<file path="config.mk">
export PLATFORM = sky130hd
export DESIGN_NAME = conv_layer_scheduler
export DESIGN_NICKNAME = d
export VERILOG_FILES = /design/src/rtl/conv_layer_scheduler.sv
export SDC_FILE = /design/constraint.sdc
export NUM_CORES = 1
export LEC_CHECK = 0
export BUFFER_PORTS_ARGS = -buffer_cell sky130_fd_sc_hd__buf_2
export CORE_AREA = 2 2 75 77
export CTS_BUF_LIST = sky130_fd_sc_hd__clkbuf_16
export CTS_CLUSTER_DIAMETER = 80
export DETAILED_ROUTE_END_ITERATION = 10
export DIE_AREA = 0 0 77 79
export PLACE_DENSITY = 0.8
export SYNTH_ARGS = -nofsm -noshare
export SYNTH_HDL_FRONTEND = slang
export SYNTH_SLANG_ARGS = --single-unit
</file>
<file path="constraint.sdc">
create_clock -name clk -period 4.3 [get_ports clk]
set_clock_uncertainty 0.05 [all_clocks]
set_input_delay 0.43 -clock clk [delete_from_list [all_inputs] [get_ports clk]]
set_output_delay 0.43 -clock clk [all_outputs]
set_load 0.05 [all_outputs]
</file>
<file path="src/rtl/conv_layer_scheduler.sv">
// Sequencer sharing one 4-tap MAC across NUM_LAYERS dilated causal conv layers.
// Per sample: step each layer's cache, start the MAC, feed the result forward.
// Optional feature: define SCHED_RELU_EN to clamp negative inter-layer results to 0.
module conv_layer_scheduler #(
  parameter int unsigned W          = 16,
  parameter int unsigned NUM_LAYERS = 4,
  parameter int unsigned LW         = $clog2(NUM_LAYERS)
) (
  input  logic                  clk,
  input  logic                  rst,
  input  logic                  in_valid,
  output logic                  in_ready,
  input  logic [W-1:0]          in_data,
  output logic [NUM_LAYERS-1:0] cache_step,
  output logic [W-1:0]          cache_inp,
  output logic [LW-1:0]         layer_sel,
  output logic                  mac_start,
  input  logic                  mac_done,
  input  logic [W-1:0]          mac_result,
  output logic                  out_valid,
  input  logic                  out_ready,
  output logic [W-1:0]          out_data,
  output logic                  busy,
  output logic [15:0]           sample_count
);

  typedef enum logic [2:0] {StIdle, StStep, StStart, StWait, StOut} state_e;

  localparam logic [LW-1:0] LastLayer = LW'(NUM_LAYERS - 1);

  state_e        state_q, state_d;
  logic [LW-1:0] layer_q, layer_d;
  logic [W-1:0]  cur_q, cur_d;
  logic [W-1:0]  out_data_q, out_data_d;
  logic [15:0]   sample_count_q, sample_count_d;
  logic          ready_q, ready_d;

  // Inter-layer activation; the final-layer result bypasses it.
  function automatic logic [W-1:0] act(input logic [W-1:0] x);
`ifdef SCHED_RELU_EN
    return x[W-1] ? '0 : x;
`else
    return x;
`endif
  endfunction

  // State and datapath registers; ready_q holds off acceptance for the first cycle out of reset.
  always_ff @(posedge clk or negedge rst) begin
    if (!rst) begin
      state_q        <= StIdle;
      layer_q        <= '0;
      cur_q          <= '0;
      out_data_q     <= '0;
      sample_count_q <= '0;
      ready_q        <= 1'b0;
    end else begin
      state_q        <= state_d;
      layer_q        <= layer_d;
      cur_q          <= cur_d;
      out_data_q     <= out_data_d;
      sample_count_q <= sample_count_d;
      ready_q        <= ready_d;
    end
  end

  // Next-state and strobe decode; all outputs default to inactive/zero.
  always_comb begin
    state_d        = state_q;
    layer_d        = layer_q;
    cur_d          = cur_q;
    out_data_d     = out_data_q;
    sample_count_d = sample_count_q;
    ready_d        = 1'b1;
    in_ready       = 1'b0;
    cache_step     = '0;
    cache_inp      = '0;
    layer_sel      = '0;
    mac_start      = 1'b0;
    out_valid      = 1'b0;

    case (state_q)
      StIdle: begin
        in_ready = ready_q;
        if (in_valid && ready_q) begin
          cur_d   = in_data;
          layer_d = '0;
          state_d = StStep;
        end
      end
      StStep: begin
        cache_step[layer_q] = 1'b1;
        cache_inp           = cur_q;
        layer_sel           = layer_q;
        state_d             = StStart;
      end
      StStart: begin
        // Taps registered by the cache during StStep are valid now.
        mac_start = 1'b1;
        layer_sel = layer_q;
        state_d   = StWait;
      end
      StWait: begin
        layer_sel = layer_q;
        if (mac_done) begin
          if (layer_q != LastLayer) begin
            cur_d   = act(mac_result);
            layer_d = layer_q + 1'b1;
            state_d = StStep;
          end else begin
            out_data_d = mac_result;
            state_d    = StOut;
          end
        end
      end
      StOut: begin
        out_valid = 1'b1;
        if (out_ready) begin
          sample_count_d = sample_count_q + 16'd1;
          state_d        = StIdle;
        end
      end
      default: state_d = StIdle;
    endcase
  end

  assign busy         = (state_q != StIdle);
  assign out_data     = out_data_q;
  assign sample_count = sample_count_q;

endmodule

</file>
==> impl_results.md, run 1 <==
* Setup Total Neg Slack at 0 ns
* Drt total wl at 5420 µm
* Flop2flop setup slack at 2.07 ns
* Synthesized flop and latch total at 54
* Worst path required time at 3.82 ns
* Max Clock Freq at 385 MHz
* Share of layout cells above drive strength 1 at 36.7%
* Worst r2r src: state_q[2]
* Worst-Skew Late Latency at 0.28 ns
* Residual DRC at 0
* First-pass GRT wire length at 9030 µm
* Max cap viols at 0
* Yosys warnings at 0
* Run status: completed
* Max-slew violation count at 0
* Crit path time final at 2.60 ns
* Yosys cell types at 34
* Crit. End Element: output pin
* Synth Net Count at 288
* Die X at 77 µm
* Clock Path Buffers at 2
* Relative slew slack at 38.2%
* Largest net degree at the start of global routing at 55
* Antenna Cells at 0
* Maximum VDD drop at 376 µV
* Period utilization at 60.4%
* Initial antenna violation count at 0
* R2r worst-path depth at 4
* CTS Hold Bufs at 0
* Grt total ovfl at 0
* CTS-repair resized insts at 0
* Vias in the first global route at 2,013
* Clk pin slew, worst setup/hold paths at 0.06 ns
* Most common cell after layout, fill and taps aside: buf_2
* Post-CTS Setup Inserts at 0
* Htree depth at 2
* WL per Instance at 13.2 µm
* Port Buffers at 94
* Leak at 1.69 nW
* Fillers at 469
* Gr usage total at 18.5%
* Vias at 2,007
* Crit path max fanout at 20
* Critical path arrival at 2.12 ns
* Area overhead of the layout relative to synthesis at 26.3%
* Hold Violations, Final at 0
* Syn Area/Cell at 10.3 µm²
* Final hold slack at 0.208 ns
* CTS Root Cell: clkbuf_16
* Core Area at 5340 µm²
* Detailed placement HPWL at 4010 µm
* Die area at 6080 µm²
* # IOs at 95
* RSZ-0062 raised after global routing: no
* Total CTS buffers at 5
* Critical path launch point type: register
* Pwr Density at 740 nW/µm²
* Synth Cell Area at 2530 µm²
* Hold/Removal Path Class: in -> async
* Vias per cell at 4.90
* Die H at 79 µm
* Initial core utilization at 47.5%
* Clk sinks at 54
* R2r endpoint: layer_q[0]
* Starting DRC count in detailed routing at 68
* ANT nets after route at 0
* Cell row count at 27
* Sequential element share of the synthesized area at 53.3%
* Worst-margin pin slew at 0.923 ns
* Crit Path Class: reg -> out
* CTS tree: done
* Commonest non-fill, non-tap cells in the layout: buf_2, dfrtp_1, nand2_1, nor2_1, and2_1
* RD Place Congestion at 0.807
* Post-Syn Instances at 246
* First drt pass iteration count at 4
* # setup viols final at 0
* Layout Nets at 379
## synthesized netlist by cell type
master	n	area, µm²
nand2b_1	1	6.26
o21ai_0	2	10.0
dfrtp_1	54	1350
nand4_4	1	21.3
nand2_1	39	146
nor4_2	1	12.5
clkbuf_1	5	18.8
nor3b_1	1	7.51
nand4_1	3	18.8
a31oi_1	16	100
nor2_2	1	6.26
nand4b_1	1	8.76
clkinv_1	1	3.75
and4_1	1	8.76
and4bb_1	1	12.5
a21oi_1	1	5.00
nand3b_1	1	7.51
or3_1	1	6.26
buf_4	1	7.51
o22ai_1	1	6.26
nor2_1	23	86.3
and3_1	3	18.8
nand3_1	8	40.0
a21oi_2	1	8.76
inv_1	5	18.8
buf_2	6	30.0
xor2_1	8	70.1
conb_1	1	3.75
xnor2_1	7	61.3
ha_1	5	62.6
nor3_1	8	40.0
mux2_2	17	191
nand4bb_1	1	11.3
and2_1	20	125
## per-stage QoR
stage | utilization, % | area, µm² | setup WS, ns | total power, W | std cells
floorplan | - | 2530 | 1.99 | 0.00172 | 246
global placement | 57.3 | 3060 | 2.00 | 0.00197 | 402
detailed placement | 57.3 | 3060 | 1.96 | 0.00200 | 402
CTS | 59.9 | 3200 | 1.65 | 0.00240 | 410
global route | 59.9 | 3200 | 1.49 | 0.00251 | 410
finish | 59.9 | 3200 | 1.70 | 0.00237 | 410
## worst max-delay path by stage
stage                     slack, ns  startpoint       endpoint
after floorplan                1.99  state_q[1]       in_ready
after global placement         2.00  state_q[0]   cache_inp[4]
after detailed placement       1.96  state_q[0]   cache_inp[4]
after CTS                      1.65  state_q[0]   cache_inp[4]
after global routing           1.49  state_q[0]  cache_step[2]
final                          1.70  state_q[0]  cache_step[2]
## critical path, cell delays in order, from the launching register on
cell	delay [ns]
dfrtp_1	0.51
nor3b_2	0.81
and2_1	0.24
buf_2	0.27
## cells by family (layout without fill, tap and decap cells)
group | Yosys count | count (layout) | share of synthesized area [%]
and+or+nand+nor | 115 | 115 | 23.1
DFF | 54 | 54 | 53.3
AOI/OAI and AO/OA | 21 | 21 | 5.14
buffers and inverters | 18 | 110 | 3.11
muxes | 17 | 17 | 7.56
xor gates and xnor gates | 15 | 15 | 5.19
adders and majority gates | 5 | 5 | 2.47
other | 1 | 1 | 0.148
## report_power, final
group | leakage, nW | internal (W) | switching, W
combinational | 0.947 | 0.000321 | 0.000886
sequential | 0.668 | 0.000674 | 0.000102
clock | 0.0730 | 0.000214 | 0.000170
## sequential cells by signal, summed over array words and instances, names as in the netlist
register / cells
state_q: 3
layer_q: 2
cur_q: 16
out_data: 16
sample_count: 16
ready_q: 1
## final cells by class
type                            count  area (µm²)  area share (%)
Multi-Input combinational cell    174        1110            34.6
Inverter                            6        22.5           0.704
Clock inverter                      3        16.3           0.508
Clock buffer                        5         125            3.91
Sequential cell                    54        1350            42.2
Tap cell                           72        90.1            2.82
Timing Repair Buffer               96         485            15.2
## per-layer routing
layer | global-route usage (%) | vias to the layer above | share of wire [%]
met4 | 5.00 | 0 | 0.42
met5 | 0 | - | 0
li1 | - | 1010 | -
met2 | 33.9 | 67 | 51
met3 | 4.09 | 2 | 6.1
met1 | 22.1 | 928 | 43
(Power assumes the default switching activity.)
==> run 2, diff against run 1 <==
--- a/config.mk
+++ b/config.mk
@@ -5,13 +5,14 @@
 export SDC_FILE = /design/constraint.sdc
 export NUM_CORES = 1
 export LEC_CHECK = 0
+export ABC_AREA = 1
 export BUFFER_PORTS_ARGS = -buffer_cell sky130_fd_sc_hd__buf_2
-export CORE_AREA = 2 2 75 77
+export CORE_AREA = 2 2 82 84
 export CTS_BUF_LIST = sky130_fd_sc_hd__clkbuf_16
 export CTS_CLUSTER_DIAMETER = 80
 export DETAILED_ROUTE_END_ITERATION = 10
-export DIE_AREA = 0 0 77 79
-export PLACE_DENSITY = 0.8
+export DIE_AREA = 0 0 84 86
+export PLACE_DENSITY = 0.76
 export SYNTH_ARGS = -nofsm -noshare
 export SYNTH_HDL_FRONTEND = slang
 export SYNTH_SLANG_ARGS = --single-unit
==> constraint.sdc (replaced) <==
create_clock -name clk -period 2.16 [get_ports clk]
set_clock_uncertainty 0.05 [all_clocks]
set_input_delay 0.216 -clock clk [delete_from_list [all_inputs] [get_ports clk]]
set_output_delay 0.216 -clock clk [all_outputs]
set_load 0.05 [all_outputs]
==> run 2 against run 1 <==
Net effect:
- clock-buffer cell count stayed put
- total power increased by 98%
- clock power up 100%
- flip-flop and latch count unchanged
- register-to-register slack lost 1.6 ns
- setup slack worse by 1.5 ns
- core utilization is 3.9 points lower
- critical path depth grew 2
- non-clock buffer count grew 2
- combinational power increased by 100%
- largest cell class unchanged
==> impl_results.md, run 2 <==
* Run status: completed
* Die X at 84 µm
* Main synth FF type: dfrtp_1
* Starting DRC count in detailed routing at 131
* WP buf/inv at 3
* Critical Path Max Stage Delay at 0.52 ns
* # IOs at 95
* Die area at 7220 µm²
* Worst hold start: out_ready
* Setup Total Neg Slack at 0 ns
* Relative slew slack at 54.7%
* Antenna Cells at 0
* Hold Violations, Final at 0
* Worst path required time at 1.89 ns
* Clk pin slew, worst setup/hold paths at 0.07 ns
* Cell row count at 29
* Port Buffers at 94
* Yosys cell types at 26
* Drt total wl at 6460 µm
* Crit. End Element: output pin
* Fillers at 606
* Dominant cells by area after synthesis: dfrtp_1, nand2_1, inv_1
* Post-CTS Setup Inserts at 0
* Top Family by Delay on Critical Path: buffers and inverters
* Leak at 1.96 nW
* Period utilization at 92.4%
* Crit path time final at 2.00 ns
* RSZ-0062 raised after global routing: no
* Post-synth EDFFs at 0
* Grt total ovfl at 0
* Crit path max fanout at 19
* WL per Instance at 12.3 µm
* Synth Net Count at 397
* Area overhead of the layout relative to synthesis at 23.9%
* Post-synth top cells: nand2_1, inv_1, dfrtp_1, o21ai_0, nor2_1
* Vias at 2,493
* RD Place Congestion at 0.812
* Synth Cell Area at 2840 µm²
* Yosys warnings at 0
* Initial antenna violation count at 0
* Critical path arrival at 1.73 ns
* First-pass GRT wire length at 10,500 µm
* Worst-Skew Late Latency at 0.29 ns
* Worst-margin pin slew at 0.680 ns
* Residual DRC at 0
* Commonest non-fill, non-tap cells in the layout: nand2_1, buf_2, inv_1, dfrtp_1, o21ai_0
* Post-synth ARST share at 100%
* CP startpoint: state_q[2]
* Synth top area share at 47.6%
* Sequential element share of the synthesized area at 47.6%
* Final hold slack at 0.144 ns
* First drt pass iteration count at 5
* Synthesized flop and latch total at 54
* Initial core utilization at 45.2%
* Post-Syn Instances at 355
* Share of layout cells above drive strength 1 at 29.9%
* Max-slew violation count at 0
* Count leader, synth: nand2_1
* Flop2flop setup slack at 0.45 ns
* Gr usage total at 18.0%
* Detailed placement HPWL at 4940 µm
* Hold/Removal Path Class: in -> reg
* CTS Root Cell: clkbuf_16
* Layout Nets at 490
* Worst r2r src: state_q[2]
* Slowest-stage cell, CP: dfrtp_1
* Clock Path Buffers at 2
* Htree depth at 2
* Syn Area/Cell at 8.00 µm²
* Most common cell after layout, fill and taps aside: nand2_1
* Max Clock Freq at 501 MHz
* Pwr Density at 1330 nW/µm²
* Clk sinks at 54
* Core Area at 6280 µm²
* ANT nets after route at 0
* Crit Path Class: reg -> out
* Maximum VDD drop at 990 µV
* Vias per cell at 4.75
* Critical path, cell by cell: inv_1 -> nand3_1 -> buf_4 -> nor2_1 -> buf_2
* # setup viols final at 0
* Largest net degree at the start of global routing at 37
* Die H at 86 µm
* Vias in the first global route at 2,244
* Critical path launch point type: register
* Dominant cell type by area after synthesis: dfrtp_1
* CTS tree: done
* Max cap viols at 0
* Total CTS buffers at 5
-- run 2: repair_timing --
action	in CTS	in global routing
resized for setup	0	0
hold buffers	1	0
endpoints found under the hold margin	27	0
-- run 2: report_power, final --
part | leakage, nW | internal, W | switching [W] | total [W]
logic | 1.19 | 0.000628 | 0.00182 | 0.00244
registers | 0.706 | 0.00130 | 0.000175 | 0.00147
clock network | 0.0619 | 0.000423 | 0.000354 | 0.000777
total | 1.96 | 0.00235 | 0.00234 | 0.00469
-- run 2: area by class of cell --
cell class	instances	area (µm²)	share of cell area, %
clock buffers	5	125	3.56
repair buffers	98	515	14.7
multi-input cells	229	1190	33.8
inverters	60	225	6.40
clock inverters	2	15.0	0.427
well taps	77	96.3	2.74
flip-flops and latches	54	1350	38.4
-- run 2: metrics by stage --
| step | std cells | util [%] | cell area (µm²) | total power (W) | setup slack [ns] |
|---|---|---|---|---|---|
| final | 525 | 56.0 | 3520 | 0.00469 | 0.163 |
| after global routing | 525 | 56.0 | 3520 | 0.00501 | 0.0510 |
| after global placement | 517 | 53.7 | 3370 | 0.00390 | 0.514 |
| after floorplan | 355 | - | 2840 | 0.00351 | 0.0916 |
| after CTS | 525 | 56.0 | 3520 | 0.00474 | 0.162 |
| after detailed placement | 517 | 53.7 | 3370 | 0.00395 | 0.442 |
-- run 2: logic make-up (layout without fill, tap and decap cells) --
group                    after synthesis  in the layout  synth area share (%)
other                                  1              1                 0.132
buffers and inverters                 72            165                  10.5
XOR/XNOR                               7              7                  2.16
AND/OR/NAND/NOR                      165            165                  26.0
adder cells (fa/ha/maj)                5              5                  2.20
AO/OA/AOI/OAI                         51             51                  11.4
flip-flops                            54             54                  47.6
-- run 2: final timing paths --
| path | depth (start not counted) | to |
|---|---|---|
| max | 5 | cache_inp[10] |
| min | 2 | state_q[2] |
| max in group asynchronous | 3 | out_data[3] |
| min in group asynchronous | 2 | sample_count[5] |
| min reg2reg | 2 | cur_q[13] |
| max reg2reg | 3 | out_data[7] |
-- run 2: worst reg2reg max path, cell delays in order (launching register included) --
cell     delay [ns]
dfrtp_1        0.52
nor2_8         0.24
nand3_2        0.45
o21ai_0        0.36
-- run 2: layer usage --
metal	GRT usage [%]	wire, µm	part of all wire (%)
met1	23.6	2880	45
met2	30.1	3040	47
met3	4.91	480	7.4
met4	4.11	57	0.88
met5	0	0	0
==> run 3, diff against run 2 <==
--- a/config.mk
+++ b/config.mk
@@ -13,6 +13,7 @@
 export DETAILED_ROUTE_END_ITERATION = 10
 export DIE_AREA = 0 0 84 86
 export PLACE_DENSITY = 0.76
+export REMOVE_ABC_BUFFERS = 1
 export SYNTH_ARGS = -nofsm -noshare
 export SYNTH_HDL_FRONTEND = slang
 export SYNTH_SLANG_ARGS = --single-unit
==> run 3 against run 2 <==
Net effect:
- the flow now finishes with violations (hold timing)
- sequential share of layout area up 0.23 points
- combinational power about the same
- fmax down 1.7%
- clock-buffer cell count unchanged
- wire length down 6.0%
- first-iteration DRC count down 37%
==> impl_results.md, run 3 (same netlist as run 2, synthesis figures left out) <==
* RSZ-0062 raised after global routing: no
* Area overhead of the layout relative to synthesis at 23.1%
* Die H at 86 µm
* R2r endpoint: out_data[12]
* Period utilization at 94.1%
* Cell row count at 29
* Gr usage total at 17.4%
* Critical path launch point type: register
* Hold/Removal Path Class: in -> async
* Final Core Density at 55.7%
* Critical path arrival at 1.77 ns
* R2r worst-path depth at 3
* # IOs at 95
* Layout Nets at 489
* Non-filler instance count after layout at 525
* Max Clock Freq at 492 MHz
* Initial antenna violation count at 0
* Worst r2r src: state_q[2]
* Maximum VDD drop at 743 µV
* CTS-repair resized insts at 0
* RD Place Congestion at 0.827
* ANT nets after route at 0
* First drt pass iteration count at 4
* Dpl cell area at 3360 µm²
* Max cap viols at 0
* Crit Path Class: reg -> out
* First-pass GRT wire length at 10,400 µm
* Vias in the first global route at 2,395
* Port Buffers at 94
* Vias per cell at 4.76
* Grt total ovfl at 0
* Final hold slack at -0.00615 ns
* WL per Instance at 11.6 µm
* Largest net degree at the start of global routing at 55
* Clock Path Buffers at 2
* Starting DRC count in detailed routing at 83
* # setup viols final at 0
* Worst-Skew Late Latency at 0.28 ns
* Clk sinks at 54
* Worst-margin pin slew at 0.677 ns
* Most common cell after layout, fill and taps aside: nand2_1
* Failing checks: hold timing
* Flop2flop setup slack at 0.53 ns
* Pwr Density at 1340 nW/µm²
* Setup Total Neg Slack at 0 ns
* CTS Hold Bufs at 0
* Relative slew slack at 54.9%
* Antenna Cells at 0
* Crit path time final at 2.03 ns
* M2 GR Usage at 32.4%
* Die area at 7220 µm²
* Max-slew violation count at 0
* Clk pin slew, worst setup/hold paths at 0.07 ns
* Share of layout cells above drive strength 1 at 29.7%
* Commonest non-fill, non-tap cells in the layout: nand2_1, buf_2, inv_1, dfrtp_1, o21ai_0
* Crit. End Element: output pin
* Tot Pwr at 0.00469 W
* Die X at 84 µm
* Vias at 2,498
* Crit path max fanout at 20
* Final Instance Area at 3500 µm²
* Post-CTS Setup Inserts at 0
* Htree depth at 2
* Residual DRC at 0
* Worst path required time at 1.89 ns
* Total CTS buffers at 5
* CTS Root Cell: clkbuf_16
* Initial core utilization at 45.2%
* Run status: finished, violations left
* Met1 usage at 20.6%
* Hold Violations, Final at 5
* Drt total wl at 6070 µm
* Core Area at 6280 µm²
* Detailed placement HPWL at 4410 µm
* Inst Count DP at 517
* CTS tree: done
* Top Usage Layer GRT: met2
* Leak at 1.96 nW
* M3 GR Usage at 3.37%
[run 3: cell count changes in the layout (fill, tap and decap cells not counted), sizes merged]
| cell | delta |
|---|---|
| clkinv | +3 |
| clkinvlp | -2 |
| dlygate4sd3 | -1 |
[run 3: worst max-delay path by stage]
stage | from | slack [ns] | cells after the start | end
finish | state_q[2] | 0.13 | 5 | cache_step[0]
global route | state_q[2] | 0.01 | 5 | cache_step[0]
CTS | state_q[2] | 0.15 | 5 | cache_step[0]
detailed placement | state_q[2] | 0.47 | 5 | cache_step[0]
global placement | state_q[2] | 0.49 | 5 | cache_step[0]
floorplan | state_q[2] | 0.07 | 3 | cache_inp[0]
[run 3: worst max-delay path, stage by stage, from the launching register on]
cell     delay [ns]
dfrtp_1        0.51
inv_1          0.17
nand3_1        0.12
buf_4          0.23
nor2_1         0.16
buf_2          0.29
[run 3: through the flow]
step                      setup slack [ns]  hold slack (ns)
after detailed placement             0.465            0.345
after global placement               0.489            0.334
after global routing                0.0107           0.0710
after CTS                            0.150           0.0408
after floorplan                     0.0656           -0.130
final                                0.128         -0.00615
[run 3: per-layer routing]
metal	wire length [µm]	share of wire [%]
met1	2790	46
met2	2910	48
met3	291	4.8
met4	73	1.2
met5	0	0
[run 3: final cells by class]
type,count,area [µm²]
sequential,54,1350
inverter,60,225
multi-input combinational,229,1190
timing repair buffer,97,493
clock inverter,3,16.3
clock buffer,5,125
tap,77,96.3
fill,582,2780
[run 3: power by group]
| part | total, W | switching (W) | internal [W] |
|---|---|---|---|
| Clock | 0.000774 | 0.000350 | 0.000424 |
| Sequential | 0.00147 | 0.000169 | 0.00130 |
| Combinational | 0.00245 | 0.00182 | 0.000623 |
| Total | 0.00469 | 0.00234 | 0.00234 |
